[config.mk]
export PLATFORM = sky130hd
export DESIGN_NAME = mul_seq
export DESIGN_NICKNAME = d
export VERILOG_FILES = /design/src/rtl/mul_seq.sv
export SDC_FILE = /design/constraint.sdc
export NUM_CORES = 1
export LEC_CHECK = 0
export CORE_ASPECT_RATIO = 1.1
export CORE_UTILIZATION = 44
export CTS_BUF_LIST = sky130_fd_sc_hd__clkbuf_8 sky130_fd_sc_hd__clkbuf_16
export CTS_CLUSTER_SIZE = 14
export DETAILED_ROUTE_END_ITERATION = 6
export GPL_TIMING_DRIVEN = 0
export PLACE_DENSITY_LB_ADDON = 0.2
export SLEW_MARGIN = 20
export SYNTH_ARGS = -nofsm -noshare
export SYNTH_HDL_FRONTEND = slang
export SYNTH_SLANG_ARGS = --single-unit
[constraint.sdc]
create_clock -name clk -period 1.8 [get_ports clk]
set_input_delay 0.36 -clock clk [delete_from_list [all_inputs] [get_ports clk]]
set_output_delay 0.36 -clock clk [all_outputs]
set_load 0.02 [all_outputs]
[src/rtl/mul_seq.sv]
// mul_seq: multi-cycle unsigned shift-and-add multiplier that borrows the
// shared execute-stage ALU for its accumulations. It skips the add for zero
// multiplier bits and stops as soon as the remaining multiplier bits are zero.
// It returns the low WIDTH bits of the product and a sticky overflow flag.
module mul_seq #(
  parameter int unsigned WIDTH  = 16,
  parameter logic [2:0]  OP_ADD = 3'b000
) (
  input  logic             clk,
  input  logic             rst,
  input  logic             start,
  input  logic [WIDTH-1:0] op_a,
  input  logic [WIDTH-1:0] op_b,
  output logic             busy,
  output logic             done,
  output logic [WIDTH-1:0] product,
  output logic             overflow,
  output logic [2:0]       alu_op,
  output logic [WIDTH-1:0] alu_a,
  output logic [WIDTH-1:0] alu_b,
  input  logic [WIDTH-1:0] alu_result
);

  typedef enum logic [1:0] {StIdle, StRun, StDone} state_e;

  state_e           state_q;
  logic [WIDTH-1:0] acc_q;
  logic [WIDTH-1:0] mcand_q;
  logic [WIDTH-1:0] mplier_q;
  logic             ovf_q;
  logic             busy_q;
  logic             done_q;

  logic             add_en;
  logic [WIDTH-1:0] mplier_shr;
  logic             add_wrap;
  logic             shift_lost;

  // An add is issued only for a set multiplier bit while running. A set bit
  // implies mplier_q != 0, so the early-stop cycle never issues an add.
  assign add_en     = (state_q == StRun) && mplier_q[0];
  assign mplier_shr = mplier_q >> 1;
  assign add_wrap   = add_en && (alu_result < acc_q);
  // The multiplicand bit about to be shifted out still has higher multiplier
  // bits left to weight it, so the true product cannot fit.
  assign shift_lost = mcand_q[WIDTH-1] && (mplier_shr != '0);

  // ALU drive: operands are zeroed whenever no accumulation is wanted.
  always_comb begin
    alu_op = OP_ADD;
    alu_a  = '0;
    alu_b  = '0;
    if (add_en) begin
      alu_a = acc_q;
      alu_b = mcand_q;
    end
  end

  // Sequencer: state, datapath registers and registered status outputs.
  always_ff @(posedge clk) begin
    if (rst) begin
      state_q  <= StIdle;
      acc_q    <= '0;
      mcand_q  <= '0;
      mplier_q <= '0;
      ovf_q    <= 1'b0;
      busy_q   <= 1'b0;
      done_q   <= 1'b0;
    end else begin
      unique case (state_q)
        StIdle: begin
          if (start) begin
            acc_q    <= '0;
            mcand_q  <= op_a;
            mplier_q <= op_b;
            ovf_q    <= 1'b0;
            busy_q   <= 1'b1;
            state_q  <= StRun;
          end
        end
        StRun: begin
          if (mplier_q == '0) begin
            busy_q  <= 1'b0;
            done_q  <= 1'b1;
            state_q <= StDone;
          end else begin
            if (add_en) begin
              acc_q <= alu_result;
            end
            if (add_wrap || shift_lost) begin
              ovf_q <= 1'b1;
            end
            mcand_q  <= mcand_q << 1;
            mplier_q <= mplier_shr;
          end
        end
        StDone: begin
          // start is deliberately not looked at here.
          done_q  <= 1'b0;
          state_q <= StIdle;
        end
        default: begin
          busy_q  <= 1'b0;
          done_q  <= 1'b0;
          state_q <= StIdle;
        end
      endcase
    end
  end

  assign busy     = busy_q;
  assign done     = done_q;
  assign product  = acc_q;
  assign overflow = ovf_q;

endmodule

### Word level (Yosys, flattened, before mapping)

Cells that the tools add are included.

* bitwise operators: 2
* order comparisons: 1
* reduce and logical (&&, ||, !) cells: 14
* add/subtract/negate cells: 0
* divide/modulo/power cells: 0
* equality and inequality tests: 7
* multiplexer cells: 24
* shift operators: 0
* $mul: 0

Operators with widths (count)
* $mux W16: 9
* $pmux W16 S2: 3
* $logic_not A16 Y1: 1
* $lt A16 B16 Y1: 1
* $reduce_bool A16 Y1: 1
* $reduce_and A4 Y1: 2
* $mux W1: 6
* $ne A2 B2 Y1 const B: 3
* $reduce_and A3 Y1: 2
* $mux W2: 2
* $ne A2 B1 Y1 const B: 2
* $pmux W1 S2: 2
* $pmux W2 S2: 1
* $reduce_and A2 Y1: 2
* $logic_and A1 B1 Y1: 3
* $pmux W1 S3: 1
* $eq A2 B1 Y1 const B: 1
* $eq A2 B2 Y1 const B: 1
* $logic_not A2 Y1: 1
* $not A1 Y1: 2
* $reduce_bool A2 Y1: 1
* $logic_or A1 B1 Y1: 1

* bits in registers: 53
* memory bits (writable): 0
* input port bits: 51
* memories: 0
* latch bits: 0
* logic and storage cells: 55
* memory bits (read-only): 0

### Longest topological paths before layout

* depth after elaboration: 7
* gate-level depth with buffers: 7
* mapped depth without buffers: 7

### Worst setup path before layout

Ideal clock, no wire load.

* kind: reg2reg
* from: register acc_q[15] (netlist: product[15])
* to: register ovf_q (netlist: overflow)
* arrival time: 1.616 ns
* stages on the path, launching flop included: 8
* setup time: 0.115 ns
* required time: 1.685 ns
* slack: 0.069 ns
* cells stage by stage: dfxtp_1 inv_1 ha_1 nand4_1 nor3_1 nand2_1 o211a_1 o21ba_1

* word-level cells in the longest chain between the ends: 5

Ends and longest elaborated chain
* from (decl): line 27 `logic [WIDTH-1:0] acc_q;`
* from (signal assigned): line 88 `acc_q <= alu_result;`
* $lt A16 B16 Y1: line 43 `assign add_wrap = add_en && (alu_result < acc_q);`
* $logic_and A1 B1 Y1: line 43
* $logic_or A1 B1 Y1: line 90 `if (add_wrap || shift_lost) begin`
* $ne A2 B1 Y1 (no source line)
* $reduce_and A4 Y1 (no source line)
* to (signal assigned): line 66 `ovf_q <= 1'b0;`
* to (signal assigned): line 76 `ovf_q <= 1'b0;`
* to (signal assigned): line 91 `ovf_q <= 1'b1;`
* to (decl): line 30 `logic ovf_q;`

No other way between the ends.
A chain may end at the register's enable or synchronous reset.

### Final worst setup path

* from: input alu_result[15]
* to: register ovf_q (netlist: overflow)

* word-level cells in the longest chain between the ends: 5

Ends and longest elaborated chain
* from (decl): line 21 `input logic [WIDTH-1:0] alu_result`
* $lt A16 B16 Y1: line 43
* $logic_and A1 B1 Y1: line 43
* $logic_or A1 B1 Y1: line 90
* $ne A2 B1 Y1 (no source line)
* $reduce_and A4 Y1 (no source line)

No other way between the ends.

==> results.md <==
- Status: finished clean
- Mapped Area: 2810 um2
- Peak VDD IR: 394 uV
- CTS Root Cell: clkbuf_8
- CTS Sinks: 53
- Diodes inserted: 0
- First-pass GRT wire length: 13.2 mm
- Post-layout util: 66.8%
- # H-tree levels: 2
- Drt drc: 0
- Post-synthesis sequential area ratio: 37.7%
- Syn Area/Cell: 7.92 um2
- I/O pin count: 105
- TritonCTS clock tree: done
- First DRT Iteration DRCs: 168
- Most frequent cells in the layout: clkdlybuf4s50_1 (68), nand2_1 (66), dfxtp_1 (49), nand3_1 (33), buf_2 (24)
- Die width: 78.2 um
- Largest net degree at the start of global routing: 17
- CP bufs+invs: 1
- Filler Cell Count: 552
- Vias: 3010
- Tot GR Track Use: 24.1%
- Ys Warns: 0
- Number of port buffers: 101
- Netlist cell types: 42
- Worst slew margin: 65.4%
- Post-route ant nets: 0
- Clock Pin Slew Worst Setup and Hold Paths: 0.09 ns
- Slowest cell on crit path: clkdlybuf4s50_1
- Critical path, cell by cell: clkdlybuf4s50_1, ha_4, nand4_1, nor3_2, nand2_1, o211a_1, o21ba_1
- Core area: 6160 um2
- Final #Nets: 538
- CP required: 2.01 ns
- Crit path max fanout: 2
- Max_cap viols: 0
- Post-route setup slack: 0.0202 ns
- Top delay family on crit path: buffers and inverters
- RD Place Congestion: 0.853
- Cell count after synthesis: 355
- Skew final: 0.00842 ns
- Tmin final: 1.78 ns
- Fraction of layout cells with a size suffix above 1: 21.4%
- PwrDens: 681 nW/um2
- Max stage delay on crit path: 0.48 ns
- Worst Setup Start Kind: input pin
- Total power: 2.80 mW
- Grt ovf: 0
- Worst-Margin Slew: 0.520 ns
- Die Outline Area: 6710 um2
- Vias in the first global route: 2886
- Fin. max-slew vios: 0
- Commonest non-fill, non-tap cell in the layout: clkdlybuf4s50_1
- Cell Rows: 30
- Vias/cell: 5.44
- Initial antenna violation count: 0
- Wire length per cell: 14.4 um
- Achievable Freq: 0.562 GHz
- Crit end category: flop
- Seq cells post-synth: 53
- Lkg Pwr: 1.72 nW
- RSZ-0062 raised after global routing: yes
- Post-place setup slack: -0.495 ns
- Area grow syn2layout: 46.3%
- Tcrit/Tclk final: 98.9%
- Setup violators final: 0
- CTS buffer count: 5
- Post-detailed-placement half-perimeter wirelength: 5.79 mm
- Hold crit path type: input pin to flop
- Drt pass-1 iters: 4
- Starting Density: 45.7%
- Worst Setup Path Type: input pin to flop
- Worst skew pair latency: 0.31 ns
- Clock tree buffer depth: 2
- Worst Path Arrival: 1.99 ns
- Die height: 85.8 um
- Final hold vios: 0
- Setup tns final: 0 ns
- Routed WL: 7.94 mm
## final timing paths
| path | startpoint | slack (ns) | to | depth (start not counted) |
|---|---|---|---|---|
| setup / recovery | alu_result[15] | 0.02 | overflow | 7 |
| hold / removal | alu_result[6] | 0.39 | product[6] | 3 |
| hold reg to reg | product[7] | 0.47 | product[7] | 2 |
| setup reg to reg | mplier_q[13] | 0.07 | mplier_q[2] | 6 |
## per-layer routing
layer,global-route usage [%],part of all wire (%),vias up
met5,0,0,-
met4,7.58,0.92,0
met3,4.36,5.7,7
met2,40.4,48,97
met1,31.3,46,1421
li1,-,-,1485
## kinds of logic (layout without fill, tap and decap cells)
kind of cell / count (synthesis) / after routing / share of synthesized area [%]
simple gates: 170 / 170 / 29.6
other cells: 1 / 3 / 0.133
buf+inv: 45 / 161 / 7.43
flops: 53 / 53 / 37.7
compound gates: 71 / 71 / 18.5
fa+ha+maj: 15 / 15 / 6.68
## worst register-to-register path: cells and delay by family (launching register included)
kind            cells  cell delay [ns]
compound gates      2             0.48
buf+inv             1             0.17
flops               1             0.36
simple gates        3             0.63
## synthesized netlist by cell type, drive strengths merged
cell	count	area share [%]
nand2	68	9.3
dfxtp	53	38
nand3	33	5.9
a21oi	23	4.4
nor2	20	2.8
nor3	19	3.4
and3	18	4.0
buf	16	3.6
inv	16	2.1
a22oi	15	4.0
ha	15	6.7
a311oi	14	4.4
clkbuf	13	1.7
a211oi	5	1.8
nor4	4	2.2
o21ai	4	0.85
nand2b	3	0.67
a21o	2	0.53
nand4	2	0.67
a2111oi	1	0.53
a221oi	1	0.31
a31oi	1	0.22
and2	1	0.22
and4	1	0.31
conb	1	0.13
nor2b	1	0.22
o211a	1	0.36
o211ai	1	0.27
o21a	1	0.27
o21ba	1	0.36
o21bai	1	0.27
## metrics by stage
step | instance area (um2) | hold slack, ns | std cells
6_report | 4110 | 0.391 | 553
5_1_grt | 4110 | 0.403 | 553
3_3_place_gp | 3930 | 0.448 | 538
3_5_place_dp | 3930 | 0.456 | 538
2_1_floorplan | 2820 | 0.438 | 357
4_1_cts | 3960 | 0.468 | 549
## flip-flops by register name (all words and copies together), names as in the netlist
signal	cells
mcand_q	16
busy	1
product	16
mplier_q	16
overflow	1
state_q	2
done	1
## what timing repair did
item,4_1_cts,5_1_grt
pin swaps,1,4
buffers inserted,3,4
gates resized for setup,136,53
endpoints found under the setup margin,33,76
hold buffers,0,0
## where the power goes
part	switching, mW	total [mW]	internal [mW]	leakage (nW)
Sequential	0.0858	1.35	1.27	0.437
Clock	0.390	0.659	0.269	0.0416
Combinational	0.411	0.787	0.376	1.24
Total	0.887	2.80	1.91	1.72
## area by class of cell
class | instances | area, um2 | share of cell area, %
well taps | 80 | 100 | 2.43
clock inverters | 3 | 18.8 | 0.456
repair buffers | 108 | 945 | 23.0
inverters | 16 | 60.1 | 1.46
flip-flops and latches | 53 | 1070 | 26.0
clock buffers | 5 | 68.8 | 1.67
plain buffers | 29 | 218 | 5.29
multi-input cells | 259 | 1630 | 39.7
Note: power is estimated with default switching activity, not from simulation.
